--- src/rtl/pipeline_pkg.sv ---
// rtl/pipeline_pkg.sv - shared widths, control bit positions and zero register for the pipeline
package pipeline_pkg;

    localparam int DATA_W       = 64;
    localparam int REG_AW       = 5;
    localparam int CTRL_W       = 12;
    localparam int ZERO_REG     = 31;
    localparam int CNT_W        = 32;

    // Bit positions inside the decoded control bundle
    localparam int CTRL_REGWR   = 0;
    localparam int CTRL_MEMREAD = 1;

endpackage

--- src/rtl/fwd_mux.sv ---
// rtl/fwd_mux.sv - operand select between zero register, EX forward, MEM forward and register file
module fwd_mux #(
    parameter int DATA_W   = pipeline_pkg::DATA_W,
    parameter int REG_AW   = pipeline_pkg::REG_AW,
    parameter int ZERO_REG = pipeline_pkg::ZERO_REG
) (
    input  logic [REG_AW-1:0] srcIdx,
    input  logic [DATA_W-1:0] busData,
    input  logic              exFwdEn,
    input  logic [REG_AW-1:0] exDst,
    input  logic [DATA_W-1:0] exResult,
    input  logic              memFwdEn,
    input  logic [REG_AW-1:0] memDst,
    input  logic [DATA_W-1:0] memResult,
    output logic [DATA_W-1:0] operand
);

    localparam logic [REG_AW-1:0] ZERO_IDX = REG_AW'(ZERO_REG);

    // XZR always reads zero; the younger EX result wins over MEM
    always_comb begin
        operand = busData;
        if (srcIdx == ZERO_IDX) begin
            operand = '0;
        end else if (exFwdEn && (exDst == srcIdx)) begin
            operand = exResult;
        end else if (memFwdEn && (memDst == srcIdx)) begin
            operand = memResult;
        end
    end

endmodule

--- src/rtl/id_ex_stage.sv ---
// rtl/id_ex_stage.sv - ID/EX pipeline register with forwarding, load-use hazard and bubble counter
module id_ex_stage #(
    parameter int DATA_W   = pipeline_pkg::DATA_W,
    parameter int REG_AW   = pipeline_pkg::REG_AW,
    parameter int CTRL_W   = pipeline_pkg::CTRL_W,
    parameter int ZERO_REG = pipeline_pkg::ZERO_REG,
    parameter int CNT_W    = pipeline_pkg::CNT_W
) (
    input  logic              Clk,
    input  logic              Reset,
    input  logic [DATA_W-1:0] BusA,
    input  logic [DATA_W-1:0] BusB,
    input  logic [REG_AW-1:0] RA_D,
    input  logic [REG_AW-1:0] RB_D,
    input  logic [REG_AW-1:0] RW_D,
    input  logic [DATA_W-1:0] Imm_D,
    input  logic [CTRL_W-1:0] Ctrl_D,
    input  logic              Valid_D,
    input  logic              Stall,
    input  logic              Flush,
    input  logic [DATA_W-1:0] ExResult,
    input  logic              MemRegWr,
    input  logic [REG_AW-1:0] MemRW,
    input  logic [DATA_W-1:0] MemResult,
    output logic [DATA_W-1:0] OpA_E,
    output logic [DATA_W-1:0] OpB_E,
    output logic [DATA_W-1:0] Imm_E,
    output logic [REG_AW-1:0] RA_E,
    output logic [REG_AW-1:0] RB_E,
    output logic [REG_AW-1:0] RW_E,
    output logic [CTRL_W-1:0] Ctrl_E,
    output logic              Valid_E,
    output logic              StallD,
    output logic [CNT_W-1:0]  BubbleCnt
);

    import pipeline_pkg::*;

    localparam logic [REG_AW-1:0] ZERO_IDX = REG_AW'(ZERO_REG);

    logic              loadUse;
    logic              exFwdEn;
    logic [DATA_W-1:0] opA;
    logic [DATA_W-1:0] opB;

    // A load in E cannot forward yet: its data only exists once it reaches MEM
    always_comb begin
        exFwdEn = Valid_E && Ctrl_E[CTRL_REGWR] && !Ctrl_E[CTRL_MEMREAD];
        loadUse = Valid_E && Ctrl_E[CTRL_MEMREAD] && Ctrl_E[CTRL_REGWR] &&
                  (RW_E != ZERO_IDX) && Valid_D &&
                  ((RW_E == RA_D) || (RW_E == RB_D));
        StallD  = Stall || loadUse;
    end

    fwd_mux #(.DATA_W(DATA_W), .REG_AW(REG_AW), .ZERO_REG(ZERO_REG)) u_fwd_a (
        .srcIdx   (RA_D),
        .busData  (BusA),
        .exFwdEn  (exFwdEn),
        .exDst    (RW_E),
        .exResult (ExResult),
        .memFwdEn (MemRegWr),
        .memDst   (MemRW),
        .memResult(MemResult),
        .operand  (opA)
    );

    fwd_mux #(.DATA_W(DATA_W), .REG_AW(REG_AW), .ZERO_REG(ZERO_REG)) u_fwd_b (
        .srcIdx   (RB_D),
        .busData  (BusB),
        .exFwdEn  (exFwdEn),
        .exDst    (RW_E),
        .exResult (ExResult),
        .memFwdEn (MemRegWr),
        .memDst   (MemRW),
        .memResult(MemResult),
        .operand  (opB)
    );

    // Pipeline register: flush beats stall, stall holds, hazard or empty slot loads a bubble
    always_ff @(posedge Clk) begin
        if (Reset || Flush || (!Stall && (loadUse || !Valid_D))) begin
            OpA_E   <= '0;
            OpB_E   <= '0;
            Imm_E   <= '0;
            RA_E    <= '0;
            RB_E    <= '0;
            RW_E    <= '0;
            Ctrl_E  <= '0;
            Valid_E <= 1'b0;
        end else if (!Stall) begin
            OpA_E   <= opA;
            OpB_E   <= opB;
            Imm_E   <= Imm_D;
            RA_E    <= RA_D;
            RB_E    <= RB_D;
            RW_E    <= RW_D;
            Ctrl_E  <= Ctrl_D;
            Valid_E <= 1'b1;
        end
    end

    // Count only bubbles actually caused by load-use; saturate instead of wrapping
    always_ff @(posedge Clk) begin
        if (Reset) begin
            BubbleCnt <= '0;
        end else if (!Flush && !Stall && loadUse && (BubbleCnt != '1)) begin
            BubbleCnt <= BubbleCnt + CNT_W'(1);
        end
    end

endmodule
--- config.mk ---
export PLATFORM = sky130hd
export DESIGN_NAME = id_ex_stage
export DESIGN_NICKNAME = d
export VERILOG_FILES = /design/src/rtl/pipeline_pkg.sv /design/src/rtl/fwd_mux.sv /design/src/rtl/id_ex_stage.sv
export SDC_FILE = /design/constraint.sdc
export NUM_CORES = 1
export LEC_CHECK = 0
export ABC_AREA = 1
export CORE_AREA = 2 2 241 243
export CTS_BUF_LIST = sky130_fd_sc_hd__clkbuf_8
export DETAILED_ROUTE_END_ITERATION = 10
export DIE_AREA = 0 0 243 245
export PLACE_DENSITY = 0.61
export SLEW_MARGIN = 10
export SYNTH_ARGS = -nofsm -noshare
export SYNTH_HDL_FRONTEND = slang
export SYNTH_SLANG_ARGS = --single-unit
--- constraint.sdc ---
create_clock -name Clk -period 3.3 [get_ports Clk]
set_input_delay 0.66 -clock Clk [delete_from_list [all_inputs] [get_ports Clk]]
set_output_delay 0.66 -clock Clk [all_outputs]
set_load 0.05 [all_outputs]
==> summary.md <==
| Metric | Value |
|---|---|
| Hold violation count in the final report | `0` |
| WHS Path Cells | `4` |
| Hold EP | `RW_E[1]$_SDFFE_PP0N_` |
| WP data required | `2640 ps` |
| Top post-synthesis cells by area | `dfxtp_1 (34%), nand2_1 (26%), nor2_1 (15%)` |
| Htree depth | `2` |
| Seq cells post-synth | `252` |
| Via-to-Cell Ratio | `4.52` |
| Number of synthesized flops with an enable pin | `0` |
| Vias in the first global route | `16709` |
| Synth top area share | `34.5%` |
| Critical path fanouts, max | `5` |
| Area of the core | `57000 sq um` |
| Max incr delay on CP | `700 ps` |
| Synth warn | `0` |
| Initial antenna violation count | `11` |
| Clock Path Buffers | `3` |
| Synth Cell Area | `14600 sq um` |
| Fin Setup TNS | `0 ps` |
| # hold bufs at CTS | `0` |
| Post-Synth Simple-Gate Area | `48.1%` |
| WP data arrival | `2290 ps` |
| Setup crit start kind | `input port` |
| Starting Density | `25.7%` |
| Mux share of post-synthesis cell area | `0%` |
| Reg2reg path depth | `12` |
| CP endpoint kind | `primary output` |
| Slew HR | `40.2%` |
| Setup CP Type | `input port to primary output` |
| Grt peak-use layer | `met2` |
| Crit-path cells | `clkdlybuf4s50_1, xnor2_1, nand3_1, nand2_1, nand2_1, nand2_1, buf_12` |
| Grt met3 use | `5.47%` |
| Post-DP HPWL | `48.9 mm` |
| Worst-margin pin slew | `896 ps` |
| Syn_nets | `2917` |
| Final setup fails | `0` |
| P&R area growth vs syn | `54.1%` |
| Grt total ovfl | `0` |
| Final Net Count | `3457` |
| Most frequent cells in the layout | `nand2_1 (1001), clkdlybuf4s50_1 (608), nor2_1 (573), dfxtp_1 (252), inv_1 (235)` |
| Routed Antenna Nets | `0` |
| CTS Root Cell | `clkbuf_8` |
| Library cells used by synthesis | `24` |
| Die H | `245 um` |
| Synthesized-area fraction occupied by adder cells | `0.0855%` |
| Worst IR Drop VDD | `244 uV` |
| Lkg Pwr | `10.3 nW` |
| Min Tclk post-route | `2950 ps` |
| Clock sinks | `252` |
| First-pass GRT wire length | `104 mm` |
| Ys flop type | `dfxtp_1` |
| Reg2reg end | `OpA_E[38]$_SDFFE_PP0N_` |
| Worst-path clk slew | `70 ps` |
| FF-to-FF Start | `RW_E[2]$_SDFFE_PP0N_` |
| CP Launch Point | `RB_D[4]` |
| Sequential cell area fraction in the yosys report | `34.5%` |
| Commonest non-fill, non-tap cell in the layout | `nand2_1` |
| Largest net degree at the start of global routing | `131` |
| GR Util met2 | `37.6%` |
| Die area | `59500 sq um` |
| Wirelength per Cell | `18.0 um` |
| P per Cell Area | `365 nW/um^2` |
| I/O Pins | `611` |
| Standard-cell rows | `88` |
| Slew Limit Fails | `0` |
| Post-synth ARST share | `0%` |
| Routed wire length | `70.1 mm` |
| Post-Syn Instances | `2558` |
| Final period util | `89.3%` |
| Share of cells above drive strength 1 | `4.57%` |
| Compound-Gate Fraction of Synth Area | `4.51%` |
| Most Frequent Cell on Critical Path | `nand2_1` |
| Status | `complete, no violations` |
| HP Class | `input port to register` |
| Peak Freq | `339 MHz` |
| Initial DRC Count | `1183` |
| Drt pass-1 iters | `7` |
| Mean Syn Cell Area | `5.72 sq um` |
| Vias | `17608` |
| RSZ-0062 raised after global routing | `no` |
| Worst Skew | `46.3 ps` |
| Largest area contributor in the netlist | `dfxtp_1` |
| Clk Latency, worst-skew pair | `640 ps` |
| Routability Congestion | `0.908` |
| Worst hold start | `Stall` |
| Post-cts sizing count | `0` |
| R2R setup slack | `1180 ps` |
| CTS tree | `done` |
| Chip Width | `243 um` |
| DRC | `0` |
| Maxcap violations | `0` |
| Port Buffers | `610` |
| Synth Area in XOR/XNOR | `1.32%` |
| M1 GR Usage | `28.3%` |
| Post CTS Setup Buffer Count | `0` |
| Num CTS Buffers | `49` |
| Final hold slack | `365 ps` |
| All-Layer GR Usage | `22.6%` |
| Largest family of logic cells by synthesized area | `simple AND/OR/NAND/NOR gates` |
| Slowest-stage cell, CP | `clkdlybuf4s50_1` |
cells in the mapped netlist (2+ instances only):
library cell     n
buf_4           26
nand2_1       1001
buf_2           80
inv_2            8
nor3_1          20
nand3b_1         7
o21ai_0         18
dfxtp_1        252
a31oi_2          2
nor2_1         581
xnor2_1          4
inv_1          225
nand2_2          2
xor2_1          18
nor2_2           4
clkbuf_1        53
nand3_2          3
nand4_1        131
a21oi_1        109
buf_6            2
nand3_1          9
stage by stage:
step	instance area (sq um)	setup slack (ps)	std cells	utilization (%)	power (mW)
final	22600	351	3898	39.6	8.23
after global placement	21600	270	3812	37.8	5.02
after global routing	22600	231	3896	39.6	8.60
after detailed placement	21600	276	3812	37.8	5.02
after CTS	22600	352	3894	39.5	8.35
after floorplan	14600	1040	2558	-	4.10
state kept, by name (all words and copies together), names as in the netlist, 5 cells and up:
register   flops
Ctrl_E        12
Imm_E         64
OpA_E         64
RW_E           5
BubbleCnt     32
OpB_E         64
RA_E           5
RB_E           5
worst max-delay path by stage:
| stage | end | depth (start not counted) | slack (ps) |
|---|---|---|---|
| 6_report | StallD | 7 | 350 |
| 3_5_place_dp | OpA_E[17]$_SDFFE_PP0N_ | 13 | 280 |
| 3_3_place_gp | OpA_E[17]$_SDFFE_PP0N_ | 13 | 270 |
| 2_1_floorplan | StallD | 8 | 1040 |
| 4_1_cts | StallD | 10 | 350 |
| 5_1_grt | StallD | 10 | 230 |
routing by layer:
layer | share of wire, % | wire (um)
met5 | 0.15 | 104
met4 | 3.3 | 2290
met3 | 8.0 | 5600
met2 | 47 | 32700
met1 | 42 | 29400
cells by family after synthesis:
| kind of cell | after synthesis |
|---|---|
| and+or+nand+nor | 1759 |
| buffers and inverters | 395 |
| DFF | 252 |
| AOI/OAI and AO/OA | 129 |
| xor gates and xnor gates | 22 |
| adders and majority gates | 1 |
report_power, final:
group	internal [mW]	switching (mW)
Sequential	3.12	0.0455
Combinational	0.743	1.05
Clock	1.81	1.46
Total	5.67	2.55
area by class of cell:
type / count / area [sq um]
inverter: 233 / 875
clock inverter: 21 / 154
multi-input combinational: 1911 / 8010
sequential: 252 / 5040
fill: 6234 / 34500
clock buffer: 61 / 840
tap: 765 / 957
timing repair buffer: 651 / 6680
antenna: 4 / 10.0
worst max-delay path: cells and delay by family:
family                    cells  cell delay, ps
buffers and inverters         2             870
and+or+nand+nor               4             590
xor gates and xnor gates      1             170
Power figures use the tool's default switching activity.
